## src/rtl/flash_cache_pkg.sv

```systemverilog
// Shared types and constants for the flash fetch cache.
package flash_cache_pkg;

    localparam int ADDR_W      = 24;
    localparam int DATA_W      = 32;
    localparam int WORD_ADDR_W = 22;

    typedef enum logic [1:0] {
        IDLE,
        ISSUE,
        WAIT
    } state_t;

    function automatic logic [ADDR_W-1:0] word_align(input logic [ADDR_W-1:0] addr);
        return {addr[ADDR_W-1:2], 2'b00};
    endfunction

endpackage

```

## src/rtl/flash_cache_tag_ram.sv

```systemverilog
// Register-based valid/tag/data store: combinational read, one write port, global invalidate.
module flash_cache_tag_ram
    import flash_cache_pkg::*;
#(
    parameter int INDEX_BITS = 4,
    parameter int TAG_W      = WORD_ADDR_W - INDEX_BITS
) (
    input  logic                  clk,
    input  logic                  rst_n,
    input  logic                  inv,
    input  logic [INDEX_BITS-1:0] rd_idx,
    output logic                  rd_valid,
    output logic [TAG_W-1:0]      rd_tag,
    output logic [DATA_W-1:0]     rd_data,
    input  logic                  wr_en,
    input  logic [INDEX_BITS-1:0] wr_idx,
    input  logic [TAG_W-1:0]      wr_tag,
    input  logic [DATA_W-1:0]     wr_data
);

    localparam int LINES = 1 << INDEX_BITS;

    logic [LINES-1:0]             valid_q;
    logic [LINES-1:0][TAG_W-1:0]  tag_q;
    logic [LINES-1:0][DATA_W-1:0] data_q;

    // Invalidate wins over a same-cycle fill.
    always_ff @(posedge clk or negedge rst_n) begin
        if (!rst_n)
            valid_q <= '0;
        else if (inv)
            valid_q <= '0;
        else if (wr_en)
            valid_q[wr_idx] <= 1'b1;
    end

    always_ff @(posedge clk) begin
        if (wr_en) begin
            tag_q[wr_idx]  <= wr_tag;
            data_q[wr_idx] <= wr_data;
        end
    end

    assign rd_valid = valid_q[rd_idx];
    assign rd_tag   = tag_q[rd_idx];
    assign rd_data  = data_q[rd_idx];

endmodule

```

## src/rtl/flash_fetch_cache.sv

```systemverilog
// Direct-mapped word cache in front of the SPI flash read controller, with fetch timeout.
// Optional hit/miss counters when FLASH_CACHE_STATS_EN is defined.
module flash_fetch_cache
    import flash_cache_pkg::*;
#(
    parameter int INDEX_BITS     = 4,
    parameter int TIMEOUT_CYCLES = 1023
) (
    input  logic              clk,
    input  logic              rst_n,
    input  logic              cpu_req,
    input  logic [ADDR_W-1:0] cpu_addr,
    output logic [DATA_W-1:0] cpu_rdata,
    output logic              cpu_ready,
    output logic              cpu_err,
    input  logic              inv,
    output logic              fl_re,
    output logic [ADDR_W-1:0] fl_addr,
    input  logic [DATA_W-1:0] fl_rdata,
    input  logic              fl_done
`ifdef FLASH_CACHE_STATS_EN
    ,
    output logic [31:0]       hit_cnt,
    output logic [31:0]       miss_cnt
`endif
);

    localparam int TAG_W = WORD_ADDR_W - INDEX_BITS;
    localparam int CNT_W = $clog2(TIMEOUT_CYCLES + 1);
    localparam logic [CNT_W-1:0] TMO_MAX = CNT_W'(TIMEOUT_CYCLES);

    state_t              state_q, state_d;
    logic [ADDR_W-1:0]   req_addr;
    logic [CNT_W-1:0]    tmo_cnt;
    logic                squash;
    logic                accept, hit, fill, tmo;

    logic                rd_valid;
    logic [TAG_W-1:0]    rd_tag;
    logic [DATA_W-1:0]   rd_data;

    logic [INDEX_BITS-1:0] cpu_idx, req_idx;
    logic [TAG_W-1:0]      cpu_tag, req_tag;

    assign cpu_idx = cpu_addr[2 +: INDEX_BITS];
    assign cpu_tag = cpu_addr[ADDR_W-1 : 2+INDEX_BITS];
    assign req_idx = req_addr[2 +: INDEX_BITS];
    assign req_tag = req_addr[ADDR_W-1 : 2+INDEX_BITS];

    flash_cache_tag_ram #(
        .INDEX_BITS (INDEX_BITS),
        .TAG_W      (TAG_W)
    ) u_tag_ram (
        .clk      (clk),
        .rst_n    (rst_n),
        .inv      (inv),
        .rd_idx   (cpu_idx),
        .rd_valid (rd_valid),
        .rd_tag   (rd_tag),
        .rd_data  (rd_data),
        .wr_en    (fill && !squash),
        .wr_idx   (req_idx),
        .wr_tag   (req_tag),
        .wr_data  (fl_rdata)
    );

    always_comb begin
        state_d = state_q;
        accept  = 1'b0;
        hit     = 1'b0;
        fill    = 1'b0;
        tmo     = 1'b0;
        case (state_q)
            IDLE: begin
                // Holding off while cpu_ready is high stops a held request re-accepting.
                if (cpu_req && !cpu_ready) begin
                    accept = 1'b1;
                    if (rd_valid && (rd_tag == cpu_tag))
                        hit = 1'b1;
                    else
                        state_d = ISSUE;
                end
            end
            ISSUE: state_d = WAIT;
            WAIT: begin
                if (fl_done) begin
                    fill    = 1'b1;
                    state_d = IDLE;
                end else if (tmo_cnt == TMO_MAX) begin
                    tmo     = 1'b1;
                    state_d = IDLE;
                end
            end
            default: state_d = IDLE;
        endcase
    end

    always_ff @(posedge clk or negedge rst_n) begin
        if (!rst_n) begin
            state_q   <= IDLE;
            req_addr  <= '0;
            tmo_cnt   <= '0;
            squash    <= 1'b0;
            fl_re     <= 1'b0;
            fl_addr   <= '0;
            cpu_ready <= 1'b0;
            cpu_err   <= 1'b0;
            cpu_rdata <= '0;
        end else begin
            state_q   <= state_d;
            cpu_ready <= hit || fill || tmo;
            cpu_err   <= tmo;
            fl_re     <= (state_q == ISSUE);
            if (accept)
                req_addr <= word_align(cpu_addr);
            if (state_q == ISSUE)
                fl_addr <= word_align(req_addr);
            if (hit)
                cpu_rdata <= rd_data;
            else if (fill)
                cpu_rdata <= fl_rdata;
            else if (tmo)
                cpu_rdata <= '0;
            if (state_q == ISSUE)
                tmo_cnt <= '0;
            else if (state_q == WAIT && tmo_cnt != TMO_MAX)
                tmo_cnt <= tmo_cnt + CNT_W'(1);
            // An invalidate during the miss must keep the in-flight fill from revalidating the line.
            if (state_d == IDLE)
                squash <= 1'b0;
            else if (inv && state_q != IDLE)
                squash <= 1'b1;
        end
    end

`ifdef FLASH_CACHE_STATS_EN
    always_ff @(posedge clk or negedge rst_n) begin
        if (!rst_n) begin
            hit_cnt  <= '0;
            miss_cnt <= '0;
        end else begin
            if (hit)
                hit_cnt <= hit_cnt + 32'd1;
            if (accept && !hit)
                miss_cnt <= miss_cnt + 32'd1;
        end
    end
`endif

endmodule

```

## config.mk

```make
export PLATFORM = sky130hd
export DESIGN_NAME = flash_fetch_cache
export DESIGN_NICKNAME = d
export VERILOG_FILES = /design/src/rtl/flash_cache_pkg.sv /design/src/rtl/flash_cache_tag_ram.sv /design/src/rtl/flash_fetch_cache.sv
export SDC_FILE = /design/constraint.sdc
export NUM_CORES = 1
export LEC_CHECK = 0
export CAP_MARGIN = 20
export CORE_UTILIZATION = 60
export CTS_BUF_LIST = sky130_fd_sc_hd__clkbuf_4 sky130_fd_sc_hd__clkbuf_8 sky130_fd_sc_hd__clkbuf_16
export CTS_CLUSTER_DIAMETER = 150
export DETAILED_ROUTE_END_ITERATION = 12
export PLACE_DENSITY_LB_ADDON = 0.1
export SETUP_SLACK_MARGIN = 0.1
export SYNTH_ARGS = -nofsm -noshare
export SYNTH_HDL_FRONTEND = slang
export SYNTH_SLANG_ARGS = --single-unit
```

## constraint.sdc

```tcl
create_clock -name clk -period 14.85 [get_ports clk]
set_input_delay 4.455 -clock clk [delete_from_list [all_inputs] [get_ports clk]]
set_output_delay 4.455 -clock clk [all_outputs]
set_load 0.01 [all_outputs]
```

Yosys cells after proc, flatten, opt, wreduce, memory -nomap -nowiden

Index checks and enable logic that the tools add are counted.

Word-level logic and storage cells: 107
Input port bits: 61
Output and inout port bits: 59
Register bits after elaboration: 908

Order comparisons: 3
Multiplexer cells: 38
Reductions and logical operators: 17
Bitwise gates (word level): 1
Add/sub/neg operators: 1
Eq/ne operators: 5

Operators with widths:

| operator              | number |
|---|---|
| $bwmux 512            | 1 |
| $bwmux 288            | 1 |
| $mux 32               | 5 |
| $bmux 32 s4           | 1 |
| $demux 32 s4          | 1 |
| $bmux 18 s4           | 1 |
| $demux 18 s4          | 1 |
| $mux 18               | 2 |
| $mux 16               | 2 |
| $mux 10               | 2 |
| $eq 18x18->1          | 1 |
| $or 16x16->16         | 1 |
| $mux 1                | 14 |
| $add 10x1->10 const B | 1 |
| $eq 10x10->1 const B  | 1 |
| $lt 4x5->1 const B    | 2 |
| $ne 10x10->1 const B  | 1 |
| $mux 2                | 4 |
| $reduce_bool 2->1     | 4 |
| $logic_and 1x1->1     | 6 |
| $pmux 2 s3            | 1 |
| $bmux 1 s4            | 1 |
| $demux 1 s4           | 1 |
| $ge 4x1->1 const B    | 1 |
| other kinds (6)       | 9 |

Logic depth before layout (Yosys ltp)

Gate-level depths: netlist of run 1.

Depth after elaboration: 9
Depth in mapped cells: 12
Gate-level depth less buffers: 8

By module

Synthesis of run 1 repeated with hierarchy kept, for this count alone.

Cells, all modules: 1755
Area total of the unflattened synthesis: 34947.3 um^2

Modules (own cells, without submodules):

| module              | seq. area each (um^2) | cells an instance | times used | area each (um^2) |
|---|---|---|---|---|
| flash_cache_tag_ram | 24423.4               | 1312              | 1          | 30723.2 |
| flash_fetch_cache   | 2302.2                | 443               | 1          | 4224.1 |

Worst setup path before layout of run 1

OpenSTA, ideal clock, no wires.

Kind: input -> register
From: in fl_done
To: reg u_tag_ram.data_q[0] (netlist name), enable pin
Library setup time: 522 ps
Required time: 14328 ps
Buffers on the path: 0
Arrival: 8516 ps
Stages: 3
Path slack: 5812 ps
Path through: nand2_1 -> or4_1 -> nor3_1

Longest elaborated chain between the ends: 3

RTL lines:

| element                         | RTL line                  | RTL |
|---|---|---|
| from (decl)                     | flash_fetch_cache.sv:20   | `input logic fl_done` |
| $mux 1                          | flash_fetch_cache.sv:86   | `if (fl_done) begin` |
| $mux 1                          | flash_fetch_cache.sv:73   | `case (state_q)` |
| $logic_and 1x1->1               | flash_fetch_cache.sv:61   | `.wr_en (fill && !squash),` |
| to (signal, indexed assignment) | flash_cache_tag_ram.sv:40 | `data_q[wr_idx] <= wr_data;` |
| to (decl)                       | flash_cache_tag_ram.sv:25 | `logic [LINES-1:0][DATA_W-1:0] data_q;` |

Every way passes these cells.
A chain may end at the register's enable or synchronous reset.

Final worst setup path of run 1

From: in cpu_addr[2]
To: reg cpu_rdata[31]

Longest elaborated chain between the ends: 8
Elaborated cells on any way between the ends: 13
Classes of those cells: eq/ne (1); mux (10); reduce/logical (2)

RTL lines:

| element                                                | RTL line                  | RTL |
|---|---|---|
| from (decl)                                            | flash_fetch_cache.sv:12   | `input logic [ADDR_W-1:0] cpu_addr,` |
| $bmux 18 s4                                            | flash_cache_tag_ram.sv:45 | `assign rd_tag = tag_q[rd_idx];` |
| $mux 18 (not written as such)                          | flash_cache_tag_ram.sv:45 |  |
| $eq 18x18->1                                           | flash_fetch_cache.sv:78   | `if (rd_valid && (rd_tag == cpu_tag))` |
| $logic_and 1x1->1                                      | flash_fetch_cache.sv:78   |  |
| $mux 1                                                 | flash_fetch_cache.sv:78   |  |
| $mux 1                                                 | flash_fetch_cache.sv:76   | `if (cpu_req && !cpu_ready) begin` |
| $mux 1                                                 | flash_fetch_cache.sv:73   |  |
| $reduce_bool 3->1 (no line) or $mux 32 (tied branches) | -                         |  |
| to (signal assigned)                                   | flash_fetch_cache.sv:119  | `cpu_rdata <= rd_data;` |
| to (signal assigned)                                   | flash_fetch_cache.sv:121  | `cpu_rdata <= fl_rdata;` |
| to (decl)                                              | flash_fetch_cache.sv:13   | `output logic [DATA_W-1:0] cpu_rdata,` |

Parallel ways exist; a longest one is shown, timed or not. The select of a mux whose other input is x is not followed.

==> results.py, run 1 <==
metrics = {
    "run_status": {
        "status": "finished with violations",
        "failed_checks": "design-rule violations",
    },
    "power": {
        "power.density_nw_per_um2": 154,
        "swShare_pct": 24.2,
        "clock_power_share_pct": 35.9,
        "vdd_drop_max_mv": 0.112,
        "leakagePower_nw": 13.6,
        "p_int_mw": 4.75,
        "power.switching_mw": 1.52,
        "p_seq_share_pct": 52.3,
        "comb_power_share_pct": 11.8,
    },
    "floorplanning": {
        "die_y_um": 246,
        "rows": 89,
        "pin_count": 120,
        "core-area_um2": 58900,
        "die_x_um": 246,
        "die_area_um2": 60500,
        "start_util_pct": 60.6,
    },
    "placed_design": {
        "port_buffers": 115,
        "hpwl_um": 40700,
        "placed_area_um2": 37700,
        "place_congestion": 0.787,
    },
    "cts": {
        "cts_tree": "done",
        "cts_num_sinks": 908,
        "path_clk_slew_ns": 0.06,
        "insertion_delay_ns": 0.64,
        "clockBufferDepth": 3,
        "post_cts_buffers": 0,
        "cts_resized": 0,
        "cts_root_buf": "clkbuf_16",
        "ctsHtreeMaxLevel": 3,
        "cts_hold_buf": 0,
        "cts_buffers": 89,
    },
    "yosys": {
        "yosysSeqAreaShare_pct": 74.9,
        "async_flop_share_pct": 11.9,
        "synthFlopType": "edfxtp_1",
        "ys_top_cells_by_area": "edfxtp_1 (67%), mux4_2 (13%), dfrtp_1 (7.6%)",
        "synth_cells": 1752,
        "yosysWarnings": 0,
        "synth_cell_types": 62,
        "synth-simple-area-share_pct": 3.52,
        "synth-compound-area-share_pct": 1.67,
        "synth-xor-area-share_pct": 0.761,
        "synth_top_family_by_area": "multiplexers",
        "synth_fa_ha_area_share_pct": 0.0351,
        "avgSynthCellArea_um2": 20.4,
        "yosysTopAreaCellShare_pct": 67.3,
        "syn_area_um2": 35700,
        "yosys.area.top_type": "edfxtp_1",
        "synth_seq_cells": 908,
        "synth-edff-count": 800,
        "synth.mux.area_fraction_pct": 17.7,
    },
    "sta": {
        "clock_skew_ns": 0.0191,
        "setup_violations": 0,
        "hold_viol": 0,
        "maxSlewHeadroom_pct": 27.9,
        "fin_crit_sh_pct": 59.6,
        "slew_violations": 0,
        "fin_setup_tns_ns": 0,
        "finalCriticalPeriod_ns": 8.85,
        "worstMarginPinSlew_ns": 1.08,
        "fmax_mhz": 113,
        "rsz0062_at_grt": "false",
    },
    "drt": {
        "first_pass_iters": 9,
        "viasPerCell": 6.41,
        "vias": 17642,
        "ant_nets": 0,
        "wl_per_cell_um": 29.2,
        "drc": 2,
        "wl_um": 80500,
        "drt_iter0_markers": 1588,
    },
    "cells_and_area": {
        "num-nets-final": 1967,
        "fill_cells": 3693,
        "drive_gt1_share_pct": 25.2,
        "multi_input_area_um2": 8580,
        "area_growth_pct": 14.0,
        "design_area_um2": 40700,
        "post-route-util_pct": 69.1,
        "regArea_um2": 26700,
    },
    "grt": {
        "overflow": 0,
        "grt_max_degree": 75,
        "grt_pass1_wl_um": 118000,
        "grt.total_usage_pct": 27.7,
        "grt_pass1_vias": 18216,
        "antenna_found_initial": 5,
    },
    "critical_path": {
        "worstPathRequired_ns": 15.35,
        "path_cells": "buf_8, buf_4, buf_4, mux4_2, mux2i_1, a21oi_1, xor2_1, or3_1, nor4_4, buf_4, mux2_2",
        "cp_max_fo": 50,
        "worst-setup-path-type": "primary input to flip-flop",
        "crit_buf_inv": 4,
        "end_kind": "flip-flop",
        "arrival_ns": 9.35,
        "cpMostUsedCell": "buf_4",
        "slowest_stage": "buf_4",
        "cp-start-kind": "primary input",
        "cp_slowest_stage_delay_ns": 0.90,
        "crit_family": "buffers and inverters",
    },
    "worst_hold_path": {
        "hold_path.class": "flip-flop to flip-flop",
    },
    "run": {
        "cap_violations": 0,
    },
}
## kinds of logic (layout without fill, tap and decap cells)
family / count (synthesis) / in the layout
fa+ha+maj: 1 / 1
simple gates: 283 / 283
xor+xnor: 31 / 31
mux: 340 / 340
buf+inv: 96 / 322
compound gates: 92 / 92
flops: 908 / 908
other cells: 1 / 4
## power by group through the flow
stage               logic, mW  clock network (mW)  registers (mW)
floorplan               0.394                   0            3.28
global placement        0.728                   0            3.31
detailed placement      0.744                   0            3.33
CTS                     0.749                2.27            3.28
global route            0.797                2.37            3.30
finish                  0.741                2.25            3.28
## stage by stage
stage          total power, mW  hold WS, ns  std cells  worst slack (ns)
2_1_floorplan             3.67        0.447       1753              5.81
3_3_place_gp              4.04        0.460       2584              5.18
3_5_place_dp              4.07        0.468       2586              5.20
4_1_cts                   6.30        0.484       2751              5.85
5_1_grt                   6.47        0.505       2754              5.54
6_report                  6.27        0.478       2754              6.00
## final timing paths
path / endpoint / start / cells after the start / slack [ns]
max in group asynchronous: cpu_rdata[27]$_DFFE_PN0P_ / rst_n / 2 / 9.69
min reg2reg: fl_addr[3]$_DFFE_PN0P_ / fl_addr[3]$_DFFE_PN0P_ / 2 / 0.48
max: cpu_rdata[31]$_DFFE_PN0P_ / cpu_addr[2] / 11 / 6.00
max reg2reg: u_tag_ram.data_q[124]$_DFFE_PP_ / state_q[1]$_DFF_PN0_ / 7 / 10.79
min: fl_addr[3]$_DFFE_PN0P_ / fl_addr[3]$_DFFE_PN0P_ / 2 / 0.48
min in group asynchronous: req_addr[16]$_DFFE_PN0P_ / rst_n / 1 / 3.89
## cells in the final DEF (no fill, tap or decap), types with 9 or more instances in the layout
cell,count
clkinv_1,20
clkbuf_4,20
clkdlybuf4s50_1,110
xnor2_1,18
mux2i_1,48
clkbuf_8,9
nand2_1,159
mux4_2,205
nor2_1,44
nand2b_1,10
buf_4,36
o21ai_0,46
o22ai_1,9
dfrtp_1,108
edfxtp_1,800
nand3_1,13
mux2_2,48
clkinv_2,13
xor2_1,13
clkbuf_16,89
nor2_4,12
mux2_4,30
## area by class of cell
class / instances / area share (%)
diodes: 2 / 0.0123
clock buffers: 117 / 6.11
clock inverters: 48 / 1.09
inverters: 5 / 0.0461
multi-input cells: 749 / 21.1
flip-flops and latches: 908 / 65.7
well taps: 773 / 2.38
repair buffers: 152 / 3.63
## routing by layer
| layer | track usage [%] | share of wire (%) | vias up |
|---|---|---|---|
| met3 | 4.38 | 6.4 | 153 |
| met5 | 0 | 0.060 | - |
| met2 | 45.6 | 50 | 695 |
| met1 | 38.1 | 40 | 9401 |
| met4 | 9.61 | 3.0 | 6 |
| li1 | - | - | 7387 |
## registers in the layout, indices dropped and copies added, names as in the netlist
| register | cells |
|---|---|
| cpu_ready | 1 |
| req_addr | 22 |
| tmo_cnt | 10 |
| fl_addr | 22 |
| state_q | 2 |
| squash | 1 |
| u_tag_ram.tag_q | 288 |
| u_tag_ram.valid_q | 16 |
| cpu_rdata | 32 |
| fl_re | 1 |
| cpu_err | 1 |
| u_tag_ram.data_q | 512 |
## cells in the mapped netlist (all sizes together) (2+ instances only)
master	number
o21ai	47
mux2i	48
edfxtp	800
nand2	159
nor2	56
inv	4
o2bb2ai	2
nand4	3
o41ai	2
or4	5
xnor2	18
and3	4
xor2	13
nor4	3
a2bb2o	2
nor4b	3
a21oi	5
nor2b	6
nand3b	3
or3	3
buf	57
nand2b	10
o31ai	3
nor3	9
a221oi	7
nand3	13
dfrtp	108
mux4	213
o211ai	5
o22ai	9
clkbuf	34
mux2	79
and2	3
## worst min-delay path, cell delays in order, from the launching register on
cell,delay (ns)
dfrtp_1,0.34
nand2_1,0.05
nand2_1,0.06
(Power assumes the default switching activity.)
==> run 2: changes to the inputs <==
- CORE_UTILIZATION: 60 -> 55
- clock period: 14.85 -> 7.2 ns (I/O delays scaled with it)
==> run 2 against run 1 <==
  * Via count decreased by 1.3%
  * Largest cell class unchanged
  * Sequential share of layout area fell by 0.57 points
  * Clock skew grew 0.00085 ns
  * The run now ends clean
  * Flip-flop and latch count unchanged
  * Critical path depth decreased by 1
  * Global-route usage decreased by 2.7 points
  * Worst hold slack got worse by 0.0039 ns
  * First-iteration DRC count is 5.3% lower
  * Sequential power grew 110%
  * Wire length is 0.64% lower
  * Largest power group unchanged
==> results.py, run 2 (same netlist as run 1, synthesis figures left out) <==
metrics = {
    "cells_and_area": {
        "design_area_um2": 41100,
        "final_common_cell": "edfxtp_1",
        "instances_no_fill": 2842,
        "top_regs": "u_tag_ram.data_q: 512 flops, u_tag_ram.tag_q: 288 flops, cpu_rdata: 32 flops",
        "final_cell_mix": "edfxtp_1 (800), mux4_2 (205), nand2_1 (158)",
        "largest_reg_flops": 512,
        "largest_register": "u_tag_ram.data_q",
        "area_growth_pct": 15.0,
        "fill_cells": 4336,
        "drive_gt1_share_pct": 25.9,
        "num-nets-final": 1973,
    },
    "drt": {
        "first_pass_iters": 5,
        "vias": 17413,
        "drt_iter0_markers": 1504,
        "viasPerCell": 6.13,
        "wl_per_cell_um": 28.1,
        "wl_um": 79900,
        "drc": 0,
        "ant_nets": 0,
    },
    "sta": {
        "worstMarginPinSlew_ns": 1.06,
        "slew_violations": 0,
        "hold_ws_ns": 0.474,
        "finalCriticalPeriod_ns": 5.36,
        "maxSlewHeadroom_pct": 29.3,
        "setup_violations": 0,
        "fin_setup_tns_ns": 0,
        "clock_skew_ns": 0.0200,
        "fin_crit_sh_pct": 74.5,
        "fmax_mhz": 186,
        "hold_viol": 0,
        "timing.final.ws_setup_ns": 1.84,
        "rsz0062_at_grt": "false",
    },
    "placed_design": {
        "port_buffers": 115,
        "place_congestion": 0.757,
        "dp_slack_ns": 1.16,
        "hpwl_um": 40500,
        "placed_area_um2": 38000,
        "place_inst": 2674,
    },
    "critical_path": {
        "cpMostUsedCell": "buf_4",
        "worstPathRequired_ns": 7.70,
        "end_kind": "flip-flop",
        "crit_buf_inv": 3,
        "slowest_stage": "mux4_1",
        "worst-setup-path-type": "primary input to flip-flop",
        "cp_max_fo": 35,
        "path_cells": "buf_4, buf_4, mux4_1, mux2i_1, xnor2_1, o41ai_2, o21ai_2, nor4_4, buf_12, mux2_2",
        "arrival_ns": 5.86,
        "cp-start-kind": "primary input",
        "crit_family": "buffers and inverters",
        "cp_slowest_stage_delay_ns": 0.59,
    },
    "grt": {
        "grt_max_degree": 88,
        "overflow": 0,
        "grt_pass1_wl_um": 119000,
        "grt_pass1_vias": 18208,
        "antenna_found_initial": 2,
        "grt.total_usage_pct": 25.0,
    },
    "cts": {
        "path_clk_slew_ns": 0.06,
        "cts_buffers": 90,
        "post_cts_buffers": 0,
        "cts_resized": 0,
        "cts_tree": "done",
        "insertion_delay_ns": 0.63,
        "cts_hold_buf": 0,
        "ctsHtreeMaxLevel": 3,
        "cts_root_buf": "clkbuf_16",
        "cts_num_sinks": 908,
        "clockBufferDepth": 3,
    },
    "floorplanning": {
        "die_y_um": 257,
        "start_util_pct": 55.6,
        "core-area_um2": 64200,
        "die_x_um": 257,
        "pin_count": 120,
        "rows": 93,
        "die_area_um2": 65900,
    },
    "worst_hold_path": {
        "hold_path.class": "flip-flop to flip-flop",
    },
    "power": {
        "vdd_drop_max_mv": 0.199,
        "leakagePower_nw": 13.7,
        "power.density_nw_per_um2": 317,
    },
    "run_status": {
        "status": "complete, no violations",
    },
    "run": {
        "cap_violations": 0,
    },
}
## run 2: power by group
group | internal [mW] | leakage [nW] | switching, mW
combinational | 0.750 | 3.63 | 0.771
clock | 2.82 | 1.51 | 1.92
sequential | 6.34 | 8.57 | 0.423
total | 9.91 | 13.7 | 3.12
## run 2: cell type report
| cell class | count | area [µm²] | area share [%] |
|---|---|---|---|
| sequential | 908 | 26700 | 65.1 |
| multi-input combinational | 749 | 8580 | 20.9 |
| clock buffer | 120 | 2600 | 6.32 |
| timing repair buffer | 157 | 1620 | 3.95 |
| tap | 855 | 1070 | 2.61 |
| clock inverter | 47 | 445 | 1.08 |
| inverter | 5 | 18.8 | 0.0457 |
| antenna | 1 | 2.50 | 0.00609 |
## run 2: tightest hold or removal path, stage by stage, from the launching register on
cell and delay, ns:
dfrtp_1 0.34, nand2_1 0.05, nand2_1 0.05
## run 2: stage by stage
| stage | power (mW) | utilization (%) |
|---|---|---|
| finish | 13.0 | 63.9 |
| global route | 13.5 | 63.9 |
| CTS | 13.1 | 63.9 |
| detailed placement | 8.40 | 59.2 |
| global placement | 8.33 | 59.2 |
| floorplan | 7.58 | - |
## run 2: path summary, 6_finish.rpt
kind                       cells past startpoint                     startpoint  slack, ns                           endpoint
min                                            2        fl_addr[20]$_DFFE_PN0P_       0.47            fl_addr[20]$_DFFE_PN0P_
min in group asynchronous                      1                          rst_n       1.56            req_addr[8]$_DFFE_PN0P_
max reg2reg                                    9  u_tag_ram.tag_q[91]$_DFFE_PP_       3.99          cpu_rdata[31]$_DFFE_PN0P_
max                                           10                    cpu_addr[3]       1.84          cpu_rdata[31]$_DFFE_PN0P_
min reg2reg                                    2        fl_addr[20]$_DFFE_PN0P_       0.47            fl_addr[20]$_DFFE_PN0P_
max in group asynchronous                      2                          rst_n       4.49  u_tag_ram.valid_q[13]$_DFFE_PN0P_
## run 2: metal layers
layer,global-route usage (%),wire (µm)
met5,0,24
met4,6.63,1640
met3,3.83,4680
met2,41.9,40400
met1,34.6,33200
